**config.mk**
```make
export PLATFORM = sky130hd
export DESIGN_NAME = chip8_keypad_ctrl_flat
export DESIGN_NICKNAME = d
export VERILOG_FILES = /design/src/rtl/chip8_keypad_ctrl_pkg.sv /design/src/rtl/chip8_keypad_ctrl_if.sv /design/src/rtl/chip8_keypad_ctrl_debounce.sv /design/src/rtl/chip8_keypad_ctrl.sv /design/src/flat_wrapper.sv
export SDC_FILE = /design/constraint.sdc
export NUM_CORES = 1
export LEC_CHECK = 0
export BUFFER_PORTS_ARGS = -buffer_cell sky130_fd_sc_hd__buf_4
export CORE_ASPECT_RATIO = 0.9
export CORE_MARGIN = 1
export CORE_UTILIZATION = 45
export CTS_BUF_LIST = sky130_fd_sc_hd__clkbuf_8 sky130_fd_sc_hd__clkbuf_16
export DETAILED_ROUTE_END_ITERATION = 8
export PLACE_DENSITY_LB_ADDON = 0.25
export SKIP_LAST_GASP = 1
export SLEW_MARGIN = 20
export SYNTH_ARGS = -nofsm -noshare
export SYNTH_HDL_FRONTEND = slang
export SYNTH_SLANG_ARGS = --single-unit
```
**constraint.sdc**
```tcl
create_clock -name clk -period 2.2 [get_ports clk]
set_clock_uncertainty 0.15 [all_clocks]
set_input_delay 0.55 -clock clk [delete_from_list [all_inputs] [get_ports clk]]
set_output_delay 0.55 -clock clk [all_outputs]
set_load 0.03 [all_outputs]
```
**src/rtl/chip8_keypad_ctrl_pkg.sv**
```systemverilog
// rtl/chip8_keypad_ctrl_pkg.sv - shared constants, wait FSM encoding and key priority helper
// Purpose: key count, key index width, wait FSM state type and the lowest-index
//          encoder used when several keys report a press in the same cycle.
// Ports:   none (package).
package chip8_keypad_ctrl_pkg;

  localparam int NUM_KEYS  = 16;
  localparam int KEY_IDX_W = 4;

  typedef enum logic [1:0] {
    ST_IDLE         = 2'd0,
    ST_WAIT_PRESS   = 2'd1,
    ST_WAIT_RELEASE = 2'd2,
    ST_HOLD         = 2'd3
  } wait_state_e;

  // Scan from the top down so the lowest set bit is the last one written.
  function automatic logic [KEY_IDX_W-1:0] lowest_set_idx(input logic [NUM_KEYS-1:0] vec);
    logic [KEY_IDX_W-1:0] idx;
    idx = '0;
    for (int i = NUM_KEYS - 1; i >= 0; i--) begin
      if (vec[i]) idx = KEY_IDX_W'(i);
    end
    return idx;
  endfunction

endpackage

```
**src/rtl/chip8_keypad_ctrl_if.sv**
```systemverilog
// rtl/chip8_keypad_ctrl_if.sv - FX0A wait-for-key handshake between CPU and keypad controller
// Purpose: groups the wait request level, the one-cycle ack and the returned key index.
// Ports:   wait_req (CPU -> ctrl), wait_ack (ctrl -> CPU), wait_key[3:0] (ctrl -> CPU).
//          master = CPU side, slave = keypad controller side.
interface chip8_keypad_ctrl_if;
  import chip8_keypad_ctrl_pkg::*;

  logic                 wait_req;
  logic                 wait_ack;
  logic [KEY_IDX_W-1:0] wait_key;

  modport master (output wait_req, input wait_ack, input wait_key);
  modport slave  (input wait_req, output wait_ack, output wait_key);

endinterface

```
**src/rtl/chip8_keypad_ctrl_debounce.sv**
```systemverilog
// rtl/chip8_keypad_ctrl_debounce.sv - single key synchroniser and tick-sampled debouncer
// Purpose: 2-flop sync of one raw key level, then flips key_state only after
//          STABLE_CNT consecutive tick samples disagree with it.
// Ports:   clk, reset_n (async, active-low), tick (sample strobe),
//          key_raw (async raw level), key_state (debounced level).
module chip8_keypad_ctrl_debounce #(
  parameter int STABLE_CNT = 4
) (
  input  logic clk,
  input  logic reset_n,
  input  logic tick,
  input  logic key_raw,
  output logic key_state
);

  localparam int CNT_W = $clog2(STABLE_CNT + 1);

  logic             sync1_q, sync1_d;
  logic             sync2_q, sync2_d;
  logic             state_q, state_d;
  logic [CNT_W-1:0] cnt_q, cnt_d;
  logic [CNT_W-1:0] cnt_inc;

  always_comb begin
    sync1_d = key_raw;
    sync2_d = sync1_q;
    state_d = state_q;
    cnt_d   = cnt_q;
    cnt_inc = cnt_q + CNT_W'(1);
    if (tick) begin
      if (sync2_q != state_q) begin
        // The STABLE_CNT-th disagreeing sample flips the state, so the
        // counter tops out at STABLE_CNT and can never wrap.
        if (cnt_inc == CNT_W'(STABLE_CNT)) begin
          state_d = ~state_q;
          cnt_d   = '0;
        end else begin
          cnt_d = cnt_inc;
        end
      end else begin
        cnt_d = '0;
      end
    end
  end

  always_ff @(posedge clk or negedge reset_n) begin
    if (!reset_n) begin
      sync1_q <= 1'b0;
      sync2_q <= 1'b0;
      state_q <= 1'b0;
      cnt_q   <= '0;
    end else begin
      sync1_q <= sync1_d;
      sync2_q <= sync2_d;
      state_q <= state_d;
      cnt_q   <= cnt_d;
    end
  end

  assign key_state = state_q;

endmodule

```
**src/rtl/chip8_keypad_ctrl.sv**
```systemverilog
// rtl/chip8_keypad_ctrl.sv - CHIP-8 hex keypad conditioning and FX0A wait-for-key sequencer
// Purpose: debounces 16 raw keys, produces rising-edge press pulses and returns
//          one key index per FX0A request after that key is pressed and released.
// Ports:   clk, reset_n (async, active-low), keys_raw[15:0] (async raw levels),
//          key_state[15:0] (debounced), key_press[15:0] (1-cycle rise pulses),
//          wait_if (slave: wait_req in, wait_ack/wait_key out).
module chip8_keypad_ctrl
  import chip8_keypad_ctrl_pkg::*;
#(
  parameter int SAMPLE_DIV = 50000,
  parameter int STABLE_CNT = 4
) (
  input  logic                clk,
  input  logic                reset_n,
  input  logic [NUM_KEYS-1:0] keys_raw,
  output logic [NUM_KEYS-1:0] key_state,
  output logic [NUM_KEYS-1:0] key_press,
  chip8_keypad_ctrl_if.slave  wait_if
);

  localparam int DIV_W = $clog2(SAMPLE_DIV);

  logic [DIV_W-1:0]     div_q, div_d;
  logic                 tick;
  logic [NUM_KEYS-1:0]  key_state_w;
  logic [NUM_KEYS-1:0]  key_state_q, key_state_d;
  logic [NUM_KEYS-1:0]  key_press_q, key_press_d;
  wait_state_e          state_q, state_d;
  logic [KEY_IDX_W-1:0] sel_q, sel_d;
  logic [KEY_IDX_W-1:0] wait_key_q, wait_key_d;
  logic                 wait_ack_q, wait_ack_d;

  // Sample tick: one clk at the divider wrap.
  assign tick = (div_q == DIV_W'(SAMPLE_DIV - 1));

  always_comb begin
    div_d = tick ? '0 : div_q + DIV_W'(1);
  end

  for (genvar g = 0; g < NUM_KEYS; g++) begin : g_key
    chip8_keypad_ctrl_debounce #(
      .STABLE_CNT(STABLE_CNT)
    ) u_debounce (
      .clk      (clk),
      .reset_n  (reset_n),
      .tick     (tick),
      .key_raw  (keys_raw[g]),
      .key_state(key_state_w[g])
    );
  end

  // Edge register: key_press appears the cycle after key_state rises.
  always_comb begin
    key_state_d = key_state_w;
    key_press_d = key_state_w & ~key_state_q;
  end

  always_comb begin
    state_d    = state_q;
    sel_d      = sel_q;
    wait_key_d = wait_key_q;
    wait_ack_d = 1'b0;
    case (state_q)
      // IDLE only looks at wait_req, so a press pulse in the same cycle the
      // request rises is not captured.
      ST_IDLE: begin
        if (wait_if.wait_req) state_d = ST_WAIT_PRESS;
      end
      // Keys already held at request time never pulse key_press again
      // until released and re-pressed, so they are naturally ignored.
      ST_WAIT_PRESS: begin
        if (!wait_if.wait_req) begin
          state_d = ST_IDLE;
        end else if (|key_press_q) begin
          sel_d   = lowest_set_idx(key_press_q);
          state_d = ST_WAIT_RELEASE;
        end
      end
      ST_WAIT_RELEASE: begin
        if (!wait_if.wait_req) begin
          state_d = ST_IDLE;
        end else if (!key_state_w[sel_q]) begin
          wait_ack_d = 1'b1;
          wait_key_d = sel_q;
          state_d    = ST_HOLD;
        end
      end
      ST_HOLD: begin
        if (!wait_if.wait_req) state_d = ST_IDLE;
      end
      default: state_d = ST_IDLE;
    endcase
  end

  always_ff @(posedge clk or negedge reset_n) begin
    if (!reset_n) begin
      div_q       <= '0;
      key_state_q <= '0;
      key_press_q <= '0;
      state_q     <= ST_IDLE;
      sel_q       <= '0;
      wait_key_q  <= '0;
      wait_ack_q  <= 1'b0;
    end else begin
      div_q       <= div_d;
      key_state_q <= key_state_d;
      key_press_q <= key_press_d;
      state_q     <= state_d;
      sel_q       <= sel_d;
      wait_key_q  <= wait_key_d;
      wait_ack_q  <= wait_ack_d;
    end
  end

  assign key_state        = key_state_w;
  assign key_press        = key_press_q;
  assign wait_if.wait_ack = wait_ack_q;
  assign wait_if.wait_key = wait_key_q;

endmodule

```
**src/flat_wrapper.sv**
```systemverilog
// flat-port wrapper written by rule: the top's interface ports become plain ports
module chip8_keypad_ctrl_flat import chip8_keypad_ctrl_pkg::*;
#(
  parameter int SAMPLE_DIV = 50000,
  parameter int STABLE_CNT = 4
)
  (clk, reset_n, keys_raw, key_state, key_press, wait_if_wait_req, wait_if_wait_ack, wait_if_wait_key);
  chip8_keypad_ctrl_if wait_if_i ();
  input  logic clk;
  input  logic reset_n;
  input  logic [NUM_KEYS-1:0] keys_raw;
  output logic [NUM_KEYS-1:0] key_state;
  output logic [NUM_KEYS-1:0] key_press;
  input wire logic [$bits(wait_if_i.wait_req)-1:0] wait_if_wait_req;
  output wire logic [$bits(wait_if_i.wait_ack)-1:0] wait_if_wait_ack;
  output wire logic [$bits(wait_if_i.wait_key)-1:0] wait_if_wait_key;
  assign wait_if_i.wait_req = wait_if_wait_req;
  assign wait_if_wait_ack = wait_if_i.wait_ack;
  assign wait_if_wait_key = wait_if_i.wait_key;
  chip8_keypad_ctrl #(.SAMPLE_DIV(SAMPLE_DIV), .STABLE_CNT(STABLE_CNT)) u_core (.clk(clk), .reset_n(reset_n), .keys_raw(keys_raw), .key_state(key_state), .key_press(key_press), .wait_if(wait_if_i));
endmodule
```
**Word-level counts from Yosys, hierarchy flattened**

Index checks and enable logic that the tools add are counted.

- Register bits after elaboration: 155
- Output and inout port bits: 37

- Muxes and demuxes: 61
- Equality and inequality tests: 40
- Add/subtract/negate cells: 17
- Order comparisons: 1
- Bitwise gates (word level): 19
- Reduce and logical (&&, ||, !) cells: 21

Operator list:

| kind | number |
|---|---|
| $mux W3 | 32 |
| $mux W4 | 16 |
| $reduce_and A3 Y1 | 18 |
| $add A3 B1 Y3 const B | 16 |
| $eq A3 B3 Y1 const B | 16 |
| $not A1 Y1 | 17 |
| $add A16 B1 Y16 const B | 1 |
| $and A16 B16 Y16 | 1 |
| $eq A16 B16 Y1 const B | 1 |
| $mux W16 | 1 |
| $ne A1 B1 Y1 | 16 |
| $not A16 Y16 | 1 |
| $reduce_or A16 Y1 | 1 |
| $mux W2 | 6 |
| $pmux W2 S4 | 1 |
| $lt A4 B5 Y1 const B | 1 |
| $bmux W1 S4 | 1 |
| $eq A2 B2 Y1 const B | 2 |
| $mux W1 | 4 |
| $ne A2 B2 Y1 const B | 2 |
| $reduce_and A4 Y1 | 1 |
| $ne A3 B2 Y1 const B | 1 |
| $ne A3 B3 Y1 const B | 1 |
| $eq A2 B1 Y1 const B | 1 |
| $logic_not A2 Y1 | 1 |

**Depth between registers and ports, before layout**

- Depth after elaboration: 16
- Gate-level depth with buffers: 9

**By module**

A second synthesis with hierarchy kept.

- Cells, all modules: 530
- Area total of the unflattened synthesis: 6723.9 um^2

Modules (own cells, without submodules):

| module | seq. area each (um^2) | times used | area an instance (um^2) | cells each |
|---|---|---|---|---|
| chip8_keypad_ctrl_debounce at u_core.g_key[0].u_debounce ... | 150.1 | 15 | 270.3 | 21 |
| chip8_keypad_ctrl | 1476.4 | 1 | 2397.3 | 194 |
| chip8_keypad_ctrl_debounce at u_core.g_key[6].u_debounce | 150.1 | 1 | 272.8 | 21 |

**Least setup slack after synthesis**

Ideal clock, no wire load.

- Kind: reg2reg
- Start point: register u_core.sel_q[0]
- End point: register u_core.wait_key_q[0], in the netlist u_core.wait_if.wait_key[0]
- Library setup time: 128 ps
- Cell stages (with the launch flop): 7
- Required time: 1922 ps
- Buffers on the path: 1
- Slack: 186 ps
- Arrival time: 1736 ps
- Cell sequence: dfrtp_1 > buf_2 > mux4_2 > mux2i_1 > nand2_1 > o21ai_2 > mux2_1

- Word-level cells in the longest chain between the ends: 4

Ends and longest elaborated chain:

| item | line | RTL |
|---|---|---|
| from (decl) | chip8_keypad_ctrl.sv:29 | `logic [KEY_IDX_W-1:0] sel_q, sel_d;` |
| from (signal assigned) | chip8_keypad_ctrl.sv:109 | `sel_q <= sel_d;` |
| $bmux W1 S4 | chip8_keypad_ctrl.sv:82 | `end else if (!key_state_w[sel_q]) begin` |
| $mux W1 (not written as such) | chip8_keypad_ctrl.sv:82 |  |
| $not A1 Y1 (no line) | -- |  |
| $reduce_and A3 Y1 (no line) | -- |  |
| to (signal assigned) | chip8_keypad_ctrl.sv:110 | `wait_key_q <= wait_key_d;` |
| to (decl) | chip8_keypad_ctrl.sv:30 | `logic [KEY_IDX_W-1:0] wait_key_q, wait_key_d;` |

Parallel ways exist; a longest one is shown, timed or not. The select of a mux whose other input is x is not followed.
A chain may end at the register's enable or synchronous reset.

**Worst setup path in the final report**

- Start point: register u_core.sel_q[0]
- End point: register u_core.wait_key_q[2], in the netlist u_core.wait_if.wait_key[2]

- Word-level cells in the longest chain between the ends: 4

Ends and longest elaborated chain:

| item | line |
|---|---|
| $bmux W1 S4 | chip8_keypad_ctrl.sv:82 |
| $mux W1 (not written as such) | chip8_keypad_ctrl.sv:82 |
| $not A1 Y1 (no line) | -- |
| $reduce_and A3 Y1 (no line) | -- |

No other way between the ends. The select of a mux whose other input is x is not followed.

==> run_results.csv <==
group,metric,value,unit
cts,clk_latency,0.43,ns
cts,path_clk_slew,0.06,ns
global_route,track_usage,18.30,%
synth,synth_cells,562,
cts,htree_levels,4,
cts,clockRootBuffer,"clkbuf_16",
sta,fin_tns_setup,0,ns
outcome,status,"finished clean",
layout,drive_gt1_share,23.85,%
die,ios,56,
drt,drt_pass1_iterations,4,
worst_setup_path,crit_path_end_kind,"flop",
worst_setup_path,path_class,"flop to flop",
sta,clock.fmax,467.4,MHz
cts,clock_path_buffers,2,
worst_setup_path,cp_slowest_cell,"mux4_2",
drt,wl_met2,6.275,mm
global_route,grt_pass1_wl,22.03,mm
global_route,gr-total-overflow,0,
drt,vias_per_cell,5.186,
global_route,antenna_found_initial,0,
sta,finalSetupViolations,0,
layout,antenna_cells,0,
worst_setup_path,r2r_setup_slack,0.06,ns
layout,fin_nets,689,
sta,slew_headroom,62.20,%
drt,ant_nets,0,
power_and_ir_drop,powerDensity,720.0,nW/um2
worst_setup_path,required,2.36,ns
cts,clock_sinks,155,
synth,synth-seq-cells,155,
placed_design,routabilityCongestion,0.8173,
sta,period_needed,2.140,ns
drt,finalWirelength,13.04,mm
global_route,grt_max_degree,56,
sta,tightest_slew,0.5618,ns
drt,routed.top_layer,"met4",
synth,synth_top_area_cell,"dfrtp_1",
layout,finalInstanceArea,8148,um2
synth,synth_area_leaders,"dfrtp_1, ha_1, xor2_1, nand2_1, mux2_2",
die,die_area,15510,um2
placed_design,portBuffers,55,
die,fp.dieH,118.3,um
worst_setup_path,cpPeakStageDelay,0.51,ns
worst_setup_path,arrival,2.30,ns
power_and_ir_drop,cellLeakagePower,4.282,nW
drt,drt-met1-wl,6.067,mm
synth,syn_area,6759,um2
worst_setup_path,path_max_fanout,6,
placed_design,place_area,7513,um2
sta,post-route-period-util,97.25,%
power_and_ir_drop,vdd_ir_drop_max,0.5811,mV
drt,drcViolationCount,0,
worst_setup_path,startpoint_type,"flop",
synth,avgSynthCellArea,12.03,um2
synth,synth_fp_nets,614,
cts,cts_inserted_buffers,17,
drt,drtIter0Drc,226,
global_route,grt_pass1_vias,4435,
sta,hold_violations,0,
die,dieWidth,131.2,um
die,rows,42,
drt,vias,4398,
layout,area_delta_synth_final,20.55,%
placed_design,dp_hpwl,8.929,mm
drt,wl_per_cell,15.38,um
job,drv_cap,0,
cts,cts_tree,"built",
drt,wl_met3,544,um
sta,drv_slew,0,
die,core-area,14710,um2
synth,netlist-cell-type-count,37,
synth,yosysTopAreaCellShare,57.39,%
worst_setup_path,cp_cell_sequence,"buf_4 -> mux4_2 -> mux2i_2 -> nand3_2 -> o21ai_4 -> mux2_1",
die,start_util,45.94,%
synth,yosys_warnings,0,
synth,synth-seq-area-share,57.39,%
worst_hold_path,hp-class,"input port to flop",
-- power breakdown --
group	leakage, nW	total, mW	switching [mW]	internal, mW
clock	0.275	2.84	1.17	1.67
combinational	1.93	0.132	0.0809	0.0513
sequential	2.07	2.90	0.0161	2.88
-- cells in the mapped netlist --
library cell  instances
and2_1                1
o21ai_2               1
nand3_1              27
xnor2_1              18
or4b_2               13
nand2_1              50
mux2_1                3
nor3b_1               4
dfrtp_1             155
nor2_1               20
clkbuf_1              6
o31ai_1               2
nor3_1               17
a31oi_1               1
a21o_1               16
buf_4                18
ha_1                 33
a2111oi_0            14
o31a_1                1
mux2_2               16
buf_2                 6
nand3b_1             13
a211oi_1              1
nor4b_1               2
inv_1                 9
nor4_1                4
nand2b_1              2
o41ai_1               4
xor2_1               28
o21bai_1              1
nor2b_1              18
mux2i_1               3
o21ai_0              35
a21oi_1              10
nand4_1               2
and3_1                4
mux4_2                4
-- final timing paths --
| path | from | to | cells after the start |
|---|---|---|---|
| min in group asynchronous | reset_n | u_core.g_key[11].u_debounce.sync2_q | 2 |
| hold / removal | keys_raw[11] | u_core.g_key[11].u_debounce.sync1_q | 1 |
| max in group asynchronous | reset_n | u_core.state_q[0] | 3 |
| hold reg to reg | u_core.g_key[1].u_debounce.sync1_q | u_core.g_key[1].u_debounce.sync2_q | 0 |
| setup / recovery | u_core.sel_q[0] | u_core.wait_if.wait_key[2] | 6 |
| setup reg to reg | u_core.sel_q[0] | u_core.wait_if.wait_key[2] | 6 |
-- sequential cells by signal (all words and copies together), names as in the netlist --
register and flops:
u_core.wait_if.wait_ack 1, u_core.g_key.u_debounce.sync2_q 16, u_core.key_press 16, u_core.state_q 2, u_core.wait_if.wait_key 4, u_core.div_q 16, u_core.g_key.u_debounce.key_state 16, u_core.sel_q 4
u_core.g_key.u_debounce.cnt_q 48, u_core.key_state_q 16, u_core.g_key.u_debounce.sync1_q 16
-- cell usage in the layout (no fill, tap or decap), types with 5 or more instances in the layout --
cell	synthesis	final
dfrtp_1	155	154
buf_4	18	79
nand2_1	50	50
o21ai_0	35	35
ha_1	33	33
xor2_1	28	28
nand3_1	27	25
nor2_1	20	20
xnor2_1	18	18
nor2b_1	18	18
nor3_1	17	17
clkbuf_16	0	17
a21o_1	16	16
mux2_2	16	16
nand3b_1	13	13
or4b_2	13	13
a2111oi_0	14	12
inv_1	9	11
a21oi_1	10	10
clkinvlp_4	0	5
buf_12	0	5
-- routing by layer --
layer | vias to the layer above | global-route usage [%]
met1 | 2185 | 23.97
met4 | 0 | 6.324
li1 | 2117 | -
met3 | 17 | 4.676
met2 | 79 | 29.55
met5 | - | 0
-- metrics by stage --
| step | std cells | total power [mW] | hold slack (ns) | util [%] | setup slack (ns) |
|---|---|---|---|---|---|
| final | 848 | 5.866 | 0.07753 | 55.37 | 0.06048 |
| after global routing | 848 | 6.059 | 0.06033 | 55.37 | -0.02566 |
| after CTS | 846 | 5.936 | 0.06178 | 55.05 | 0.06037 |
| after detailed placement | 813 | 3.085 | 0.1856 | 51.06 | -0.01303 |
| after global placement | 813 | 3.082 | 0.1847 | 51.06 | 0.07800 |
| after floorplan | 562 | 2.975 | 0.1044 | - | 0.1862 |
-- cell families after synthesis --
family,share of synthesized area (%)
mux,4.943
fa+ha+maj,6.109
xor+xnor,5.961
buf+inv,3.277
simple gates,14.09
compound gates,8.238
flops,57.39
-- repair_timing --
action                                 4_1_cts  5_1_grt
endpoints found under the hold margin       50        0
cloned                                       0        0
gates resized for setup                      1        7
buffers inserted                             0        2
setup endpoints to repair                    3       10
hold buffers                                 1        0
-- layout make-up --
class                   instances  area (um2)
repair buffers                 86       714.4
well taps                     198       247.7
clock buffers                  17       425.4
flip-flops and latches        155        3880
multi-input cells             368        2696
inverters                       9       33.78
clock inverters                15       150.1
fillers                      1253        6566
-- worst max-delay path: cells and delay by family, from the launching register on --
kind,cells,cell delay [ns]
AOI/OAI and AO/OA,1,0.11
buffers and inverters,1,0.14
and+or+nand+nor,1,0.13
muxes,3,1.06
DFF,1,0.43
Note: power is estimated with default switching activity, not from simulation.
